===== config.mk =====
export PLATFORM = sky130hd
export DESIGN_NAME = rf_write_arbiter_flat
export DESIGN_NICKNAME = d
export VERILOG_FILES = /design/src/rtl/rf_write_arbiter_if.sv /design/src/rtl/rf_write_arbiter.sv /design/src/flat_wrapper.sv
export SDC_FILE = /design/constraint.sdc
export NUM_CORES = 1
export LEC_CHECK = 0
export BUFFER_PORTS_ARGS = -buffer_cell sky130_fd_sc_hd__buf_2
export CORE_MARGIN = 2
export CORE_UTILIZATION = 25
export CTS_CLUSTER_DIAMETER = 60
export DETAILED_ROUTE_END_ITERATION = 6
export PLACE_DENSITY_LB_ADDON = 0.2
export SLEW_MARGIN = 25
export SYNTH_ARGS = -nofsm -noshare
export SYNTH_HDL_FRONTEND = slang
export SYNTH_SLANG_ARGS = --single-unit

===== constraint.sdc =====
create_clock -name clk -period 4.2 [get_ports clk]
set_input_delay 0.21 -clock clk [delete_from_list [all_inputs] [get_ports clk]]
set_output_delay 0.21 -clock clk [all_outputs]
set_load 0.03 [all_outputs]

===== src/rtl/rf_write_arbiter_if.sv =====
// rf_write_arbiter_if
//   Bundles the writeback requester bus, the register-file write port and the
//   issue-side scoreboard query signals of rf_write_arbiter.
//   master : requesters / issue logic (drive requests and queries)
//   slave  : the arbiter (grants, drives RF write port, answers queries)
//   Requester i occupies req_waddr[i*AW +: AW] and req_wdata[i*XLEN +: XLEN].
interface rf_write_arbiter_if #(
  parameter int NR_REQ = 3,
  parameter int XLEN   = 32,
  parameter int AW     = 5
);
  logic [NR_REQ-1:0]      req_valid;
  logic [NR_REQ*AW-1:0]   req_waddr;
  logic [NR_REQ*XLEN-1:0] req_wdata;
  logic [NR_REQ-1:0]      req_ready;
  logic                   rf_we;
  logic [AW-1:0]          rf_waddr;
  logic [XLEN-1:0]        rf_wdata;
  logic                   issue_valid;
  logic [AW-1:0]          issue_rd;
  logic [AW-1:0]          rs1_addr;
  logic [AW-1:0]          rs2_addr;
  logic                   rs1_busy;
  logic                   rs2_busy;
  logic                   init_done;

  modport master (
    output req_valid, req_waddr, req_wdata, issue_valid, issue_rd, rs1_addr, rs2_addr,
    input  req_ready, rf_we, rf_waddr, rf_wdata, rs1_busy, rs2_busy, init_done
  );

  modport slave (
    input  req_valid, req_waddr, req_wdata, issue_valid, issue_rd, rs1_addr, rs2_addr,
    output req_ready, rf_we, rf_waddr, rf_wdata, rs1_busy, rs2_busy, init_done
  );
endinterface


===== src/rtl/rf_write_arbiter.sv =====
// rf_write_arbiter
//   Owns the single register-file write port. After reset it sweeps every
//   register to zero (one per cycle), then shares the port between NR_REQ
//   writeback requesters with round-robin arbitration. A pending-write
//   scoreboard tells issue logic whether rs1/rs2 still await writeback.
// Ports
//   clk, rst : clock and synchronous active-high reset
//   bus      : rf_write_arbiter_if.slave -- requester valid/ready/waddr/wdata,
//              RF write port (rf_we/rf_waddr/rf_wdata), issue_valid/issue_rd,
//              rs1/rs2 query addresses and busy flags, init_done.
module rf_write_arbiter #(
  parameter int NR_REQ = 3,
  parameter int XLEN   = 32,
  parameter int NREG   = 32,
  localparam int AW    = $clog2(NREG),
  localparam int PW    = $clog2(NR_REQ)
) (
  input  logic             clk,
  input  logic             rst,
  rf_write_arbiter_if.slave bus
);

  typedef enum logic {ST_INIT, ST_RUN} state_t;

  state_t            state_q, state_d;
  logic [AW-1:0]     cnt_q, cnt_d;
  logic [PW-1:0]     ptr_q, ptr_d;
  logic [NREG-1:0]   busy_q, busy_d;
  logic              init_done_q, init_done_d;

  logic              run_act;
  logic              grant_any;
  logic [PW-1:0]     grant_idx;
  logic [PW-1:0]     cand;
  logic [AW-1:0]     sel_waddr;
  logic [XLEN-1:0]   sel_wdata;
  logic              xfer;

  // Outputs are gated by rst so nothing is granted or written while reset is held,
  // even on the very first reset cycle before the state register has settled.
  assign run_act = !rst && (state_q == ST_RUN);

  // Round-robin search starting just after the last granted requester.
  always_comb begin
    grant_any = 1'b0;
    grant_idx = '0;
    cand      = '0;
    for (int k = 1; k <= NR_REQ; k++) begin
      cand = PW'((int'(ptr_q) + k) % NR_REQ);
      if (!grant_any && bus.req_valid[cand]) begin
        grant_any = 1'b1;
        grant_idx = cand;
      end
    end
  end

  always_comb begin
    sel_waddr = '0;
    sel_wdata = '0;
    for (int i = 0; i < NR_REQ; i++) begin
      if (grant_idx == PW'(i)) begin
        sel_waddr = bus.req_waddr[i*AW +: AW];
        sel_wdata = bus.req_wdata[i*XLEN +: XLEN];
      end
    end
  end

  assign xfer = run_act && grant_any;

  always_comb begin
    state_d        = state_q;
    cnt_d          = cnt_q;
    ptr_d          = ptr_q;
    busy_d         = busy_q;
    init_done_d    = init_done_q;
    bus.req_ready  = '0;
    bus.rf_we      = 1'b0;
    bus.rf_waddr   = '0;
    bus.rf_wdata   = '0;

    if (!rst) begin
      case (state_q)
        ST_INIT: begin
          bus.rf_we    = 1'b1;
          bus.rf_waddr = cnt_q;
          cnt_d        = cnt_q + 1'b1;
          if (cnt_q == AW'(NREG - 1)) begin
            state_d     = ST_RUN;
            init_done_d = 1'b1;
          end
        end
        ST_RUN: begin
          if (grant_any) begin
            bus.req_ready[grant_idx] = 1'b1;
            // Writes to x0 are consumed but never reach the register file.
            bus.rf_we    = (sel_waddr != '0);
            bus.rf_waddr = sel_waddr;
            bus.rf_wdata = sel_wdata;
            ptr_d        = grant_idx;
          end
        end
        default: state_d = ST_INIT;
      endcase
    end

    // Clear before set so a same-cycle issue to the register being written
    // leaves it busy: the newly issued writer is still outstanding.
    if (xfer) busy_d[sel_waddr] = 1'b0;
    if (run_act && bus.issue_valid) busy_d[bus.issue_rd] = 1'b1;
    busy_d[0] = 1'b0;
  end

  always_ff @(posedge clk) begin
    if (rst) begin
      state_q     <= ST_INIT;
      cnt_q       <= '0;
      ptr_q       <= PW'(NR_REQ - 1);
      busy_q      <= '0;
      init_done_q <= 1'b0;
    end else begin
      state_q     <= state_d;
      cnt_q       <= cnt_d;
      ptr_q       <= ptr_d;
      busy_q      <= busy_d;
      init_done_q <= init_done_d;
    end
  end

  assign bus.rs1_busy  = busy_q[bus.rs1_addr];
  assign bus.rs2_busy  = busy_q[bus.rs2_addr];
  assign bus.init_done = init_done_q;

endmodule


===== src/flat_wrapper.sv =====
// flat-port wrapper written by rule: the top's interface ports become plain ports
module rf_write_arbiter_flat 
#(
  parameter int NR_REQ = 3,
  parameter int XLEN   = 32,
  parameter int NREG   = 32,
  localparam int AW    = $clog2(NREG),
  localparam int PW    = $clog2(NR_REQ)
)
  (clk, rst, bus_req_valid, bus_req_waddr, bus_req_wdata, bus_issue_valid, bus_issue_rd, bus_rs1_addr, bus_rs2_addr, bus_req_ready, bus_rf_we, bus_rf_waddr, bus_rf_wdata, bus_rs1_busy, bus_rs2_busy, bus_init_done);
  rf_write_arbiter_if #(.NR_REQ(NR_REQ), .XLEN(XLEN), .AW((5))) bus_i ();
  input  logic clk;
  input  logic rst;
  input wire logic [$bits(bus_i.req_valid)-1:0] bus_req_valid;
  input wire logic [$bits(bus_i.req_waddr)-1:0] bus_req_waddr;
  input wire logic [$bits(bus_i.req_wdata)-1:0] bus_req_wdata;
  input wire logic [$bits(bus_i.issue_valid)-1:0] bus_issue_valid;
  input wire logic [$bits(bus_i.issue_rd)-1:0] bus_issue_rd;
  input wire logic [$bits(bus_i.rs1_addr)-1:0] bus_rs1_addr;
  input wire logic [$bits(bus_i.rs2_addr)-1:0] bus_rs2_addr;
  output wire logic [$bits(bus_i.req_ready)-1:0] bus_req_ready;
  output wire logic [$bits(bus_i.rf_we)-1:0] bus_rf_we;
  output wire logic [$bits(bus_i.rf_waddr)-1:0] bus_rf_waddr;
  output wire logic [$bits(bus_i.rf_wdata)-1:0] bus_rf_wdata;
  output wire logic [$bits(bus_i.rs1_busy)-1:0] bus_rs1_busy;
  output wire logic [$bits(bus_i.rs2_busy)-1:0] bus_rs2_busy;
  output wire logic [$bits(bus_i.init_done)-1:0] bus_init_done;
  assign bus_i.req_valid = bus_req_valid;
  assign bus_i.req_waddr = bus_req_waddr;
  assign bus_i.req_wdata = bus_req_wdata;
  assign bus_i.issue_valid = bus_issue_valid;
  assign bus_i.issue_rd = bus_issue_rd;
  assign bus_i.rs1_addr = bus_rs1_addr;
  assign bus_i.rs2_addr = bus_rs2_addr;
  assign bus_req_ready = bus_i.req_ready;
  assign bus_rf_we = bus_i.rf_we;
  assign bus_rf_waddr = bus_i.rf_waddr;
  assign bus_rf_wdata = bus_i.rf_wdata;
  assign bus_rs1_busy = bus_i.rs1_busy;
  assign bus_rs2_busy = bus_i.rs2_busy;
  assign bus_init_done = bus_i.init_done;
  rf_write_arbiter #(.NR_REQ(NR_REQ), .XLEN(XLEN), .NREG(NREG)) u_core (.clk(clk), .rst(rst), .bus(bus_i));
endmodule

* After elaboration in Yosys (flattened, before gate mapping)
Index checks and enable logic that the tools add are counted.
** Cells by class
- Order comparisons :: 11
- Equal/unequal tests :: 3
- Add/sub/neg operators :: 4
- Bitwise gates (word level) :: 4
- Shift operators :: 0
- Divide/modulo/power cells :: 3
- Reductions and logical operators :: 15
- Multiply operators :: 0
- Multiplexer cells :: 44
** Operators with widths (count)
- two-way mux 32 bit :: 8
- remainder unit 32 x 3 -> 32 bit (second input constant) :: 3
- bitwise AND 32 bit :: 1
- inverter 32 bit :: 1
- bitwise OR 32 bit :: 1
- two-way mux 5 bit :: 5
- < comparator 5 x 6 -> 1 bit (second input constant) :: 4
- two-way mux 1 bit :: 15
- < comparator 2 x 3 -> 1 bit (second input constant) :: 4
- binary-select mux 1 bit (select 5 bit) :: 2
- demux 1 bit (select 5 bit) :: 2
- >= comparator 5 x 1 -> 1 bit (second input constant) :: 2
- case mux 5 bit (2 select lines) :: 1
- two-way mux 3 bit :: 3
- logical AND 1 bit :: 8
- adder 2 x 2 -> 3 bit (second input constant) :: 2
- binary-select mux 1 bit (select 2 bit) :: 3
- two-way mux 2 bit :: 3
- adder 5 x 1 -> 5 bit (second input constant) :: 1
- equality test 5 bit (second input constant) :: 1
- nonzero test 5 bit :: 1
- AND reduction 2 bit :: 2
- adder 2 x 1 -> 3 bit (second input constant) :: 1
- zero test 1 bit :: 3
- 7 further kinds :: 7
** Word-level totals
- Memories :: 0
- Output and inout port bits :: 44
- Bits in latches :: 0
- Logic and storage cells :: 90
- Input bits :: 132
- Bits in writable memories :: 0
- ROM bits :: 0
- Register bits after elaboration :: 41

* Logic depth before layout (Yosys ltp)
- Depth in word-level cells :: 24
- Depth in mapped cells :: 11

* Worst setup path after synthesis
Ideal clock, no wire load.
- Kind :: reg-to-output
- Start point :: reg u_core.ptr_q[0]
- End point :: out bus_rf_wdata[13]
- Path slack :: 1.161 ns
- Data required time :: 3.990 ns
- Stages on the path, launching flop included :: 11
- Data arrival time :: 2.829 ns
- Cell sequence :: dfxtp_1 > inv_1 > ha_1 > buf_6 > nor2b_1 > o31a_4 > a21oi_2 > buf_2 > buf_4 > nand2_1 > a311oi_1
** Between the ends
- Word-level cells in the longest chain between the ends :: 18
** Ends and longest elaborated chain
- start: declaration :: line rf_write_arbiter.sv:27 : logic [PW-1:0] ptr_q, ptr_d;
- start signal: assignment :: line rf_write_arbiter.sv:117 : ptr_q <= PW'(NR_REQ - 1);
- start signal: assignment :: line rf_write_arbiter.sv:123 : ptr_q <= ptr_d;
- adder 2 x 1 -> 3 bit :: line rf_write_arbiter.sv:49 : cand = PW'((int'(ptr_q) + k) % NR_REQ);
- remainder unit 32 x 3 -> 32 bit :: line rf_write_arbiter.sv:49
- binary-select mux 1 bit (select 2 bit) :: line rf_write_arbiter.sv:50 : if (!grant_any && bus.req_valid[cand]) begin
- two-way mux 1 bit (not written as such) :: line rf_write_arbiter.sv:50
- two-way mux 1 bit :: line rf_write_arbiter.sv:50
- zero test 1 bit :: line rf_write_arbiter.sv:50
- logical AND 1 bit :: line rf_write_arbiter.sv:50
- two-way mux 1 bit :: line rf_write_arbiter.sv:50
- zero test 1 bit :: line rf_write_arbiter.sv:50
- logical AND 1 bit :: line rf_write_arbiter.sv:50
- two-way mux 2 bit :: line rf_write_arbiter.sv:50
- zero test 2 bit :: line rf_write_arbiter.sv:61 : if (grant_idx == PW'(i)) begin
- two-way mux 32 bit (3 in series) :: line rf_write_arbiter.sv:61
- two-way mux 32 bit * :: line rf_write_arbiter.sv:93 : if (grant_any) begin
- two-way mux 32 bit * :: line rf_write_arbiter.sv:82 : case (state_q)
- two-way mux 32 bit * :: line rf_write_arbiter.sv:81 : if (!rst) begin
- end: declaration :: line flat_wrapper.sv:24 : output wire logic [$bits(bus_i.rf_wdata)-1:0] bus_rf_wdata;
Mark *: on every way between the ends. The rest lies on a longest branch, timed or not. The select of a mux whose other input is x is not followed.

* Worst setup path in the final report
- Start point :: reg u_core.ptr_q[0]
- End point :: out bus_rf_wdata[6]
Same word-level chain as after synthesis.

==> impl_metrics.toml <==
[logic_synthesis]
seq_area_frac_synth_pct = 20.26
ys_ff_latch = 40
synthCells = 520
synth_area_leaders = "dfxtp_1, nor2_1, mux4_2"
syn-num-nets = 657
synth_area_um2 = 3953
ys_warn_count = 0
avgSynthCellArea_um2 = 7.601
synth_cell_types = 67
synth_async_sr_flop_share_pct = 0
ys.flop_type = "dfxtp_1"
synth_top_area_share_pct = 20.26
synth_enable_flop_cells = 0
synth_area_leader_cell = "dfxtp_1"

[floorplan]
die_w_um = 129.7
pin_count = 176
core_region_area_um2 = 15310
die-area_um2 = 16830
fp-row-count = 45
start_util_pct = 25.81
die_h_um = 129.7

[drt]
wl_per_cell_um = 17.61
vias_per_cell = 5.268
drt_iter0_markers = 231
drcViolationCount = 0
ant_nets = 0
route.vias.total = 4646
finalWirelength_mm = 15.53
drtPass1Iterations = 5

[sta]
clock_skew_ns = 0.006049
tns_ns = 0
setup_violations = 0
fin_crit_sh_pct = 87.18
drv_slew = 0
fmax_ghz = 0.2731
layout_min_cycle_time_ns = 3.661
maxSlewHeadroom_pct = 44.21
tightest_slew_ns = 0.8369
whs_ns = 0.2732
setup_slack_ns = 0.5385
hold_viol = 0
rsz0062_at_grt = "false"

[placed_design]
dp.cells = 874
hpwl_mm = 12.20
portBuffers = 175
dpl-instance-area_um2 = 4971
preCtsSetupSlack_ns = 0.7917
place.gp.congestion = 0.8719

[outcome]
status = "complete, no violations"

[critical_path]
reg2reg_setup_slack_ns = 0.78
cp_data_arrival_time_ns = 3.45
cp_max_fo = 33
ff2ff_path_depth = 9
r2r_start = "u_core.ptr_q[0]"
r2r_end = "u_core.busy_q[15]"
startpoint_type = "flip-flop"
end_kind = "output pin"
path_class = "flip-flop to output pin"
critPathRequiredTime_ns = 3.99

[global_route]
antenna_found_initial = 0
grt_usage_pct = 18.14
grt_pass1_vias = 4502
grt.overflow.total = 0
grt_max_degree = 44
grt_pass1_wl_mm = 24.09

[power_and_ir_drop]
p_comb_share_pct = 23.0
p_total_mw = 1.023
vdd_drop_max_uv = 229.1
clkPwrFrac_pct = 39.4
switching_share_pct = 30.04
p_leak_nw = 2.172
seqPwrFrac_pct = 37.6
p_sw_mw = 0.3072
power-per-cell-area_nw_per_um2 = 199.6
intPower_mw = 0.7155

[worst_hold_path]
holdPathEnd = "u_core.busy_q[13]"
hp-class = "input port to flip-flop"
min_from = "bus_issue_rd[0]"
whs_path_depth = 3

[cts]
cts_resized = 0
cts_buffers = 5
htreeDepth = 2
clock_sinks = 40
clk_latency_ns = 0.28
cts_tree = "done"
cts_buffer_depth = 2
post-cts-setup-buffers = 0
cts-root-buf = "clkbuf_16"
cts.clk_slew.worst_paths_ns = 0.06
ctsHoldBuffers = 0

[layout]
nets = 807
layout.cells.non_filler = 882
layout-drive-gt1-share_pct = 35.47
final_util_pct = 33.46
layout-area-overhead-vs-synth_pct = 29.66
antenna_cells = 0
final_cell_area_um2 = 5125

[run]
maxCapViolCount = 0
## critical path, stage by stage (launching register included)
cell	delay (ns)
dfxtp_1	0.37
inv_1	0.06
ha_1	0.47
mux2i_4	0.28
o22a_2	0.32
a21oi_4	0.67
buf_4	0.41
nor2_1	0.07
a311oi_1	0.26
buf_2	0.26
## how the worst max path moves through the flow
| stage | startpoint | depth (start not counted) | slack (ns) | end |
|---|---|---|---|---|
| finish | u_core.ptr_q[0] | 9 | 0.54 | bus_rf_wdata[6] |
| global route | u_core.ptr_q[0] | 9 | 0.31 | bus_rf_wdata[21] |
| CTS | u_core.ptr_q[0] | 9 | 0.53 | bus_rf_wdata[6] |
| detailed placement | u_core.ptr_q[0] | 9 | 0.79 | u_core.busy_q[15] |
| global placement | u_core.ptr_q[0] | 9 | 0.85 | u_core.busy_q[15] |
| floorplan | u_core.ptr_q[0] | 10 | 1.16 | bus_rf_wdata[13] |
## power groups by stage
stage	Clock (mW)	Combinational (mW)	Sequential (mW)
finish	0.403	0.236	0.385
global route	0.425	0.260	0.385
CTS	0.411	0.236	0.384
detailed placement	0	0.234	0.393
global placement	0	0.231	0.393
floorplan	0	0.130	0.393
## registers in the layout, indices dropped and copies added (netlist names)
name and flops:
u_core.busy_q 31, u_core.cnt_q 5, u_core.ptr_q 2, u_core.bus.init_done 1, u_core.state_q 1
## synthesized netlist by cell type (all sizes together) (5+ instances only)
cell / instances
nand3: 11
a31oi: 7
a311oi: 36
inv: 8
nor2: 114
a21oi: 40
nor2b: 7
a211oi: 23
ha: 5
buf: 15
a32o: 5
o21bai: 7
clkbuf: 24
mux2i: 7
mux2: 5
dfxtp: 40
nand2: 85
mux4: 18
## logic make-up (layout without fill, tap and decap cells)
logic type,after synthesis,count (layout),share of synthesized area [%]
simple gates,250,250,27.51
compound gates,145,145,30.58
buf+inv,47,198,5.539
flops,40,40,20.26
mux,30,30,13.87
fa+ha+maj,5,5,1.583
xor+xnor,3,3,0.6649
## final cells by class
class / instances / area (um2)
clock buffers: 6 / 138.9
multi-input cells: 433 / 2948
well taps: 211 / 264.0
fillers: 1661 / 10190
clock inverters: 2 / 15.01
repair buffers: 182 / 928.4
flip-flops and latches: 40 / 800.8
inverters: 8 / 30.03
## layout by cell type, fill, tap and decap left out, types with 7 or more instances in the layout
master,n
a211oi_1,18
a21oi_1,38
a311oi_1,35
buf_2,175
buf_4,7
dfxtp_1,40
inv_1,8
mux4_2,18
nand2_1,85
nand3_1,11
nor2_1,114
nor2b_1,7
o21bai_1,7
## routing by layer
metal  track usage (%)  up-vias  routed length (um)
met2             33.66      177                8015
met4             3.036        0                 102
met3             3.895        6                1065
met5                 0        -                   0
li1                  -     2237                   -
met1             21.77     2226                6344
No activity file was read; power rests on OpenSTA's default activity.
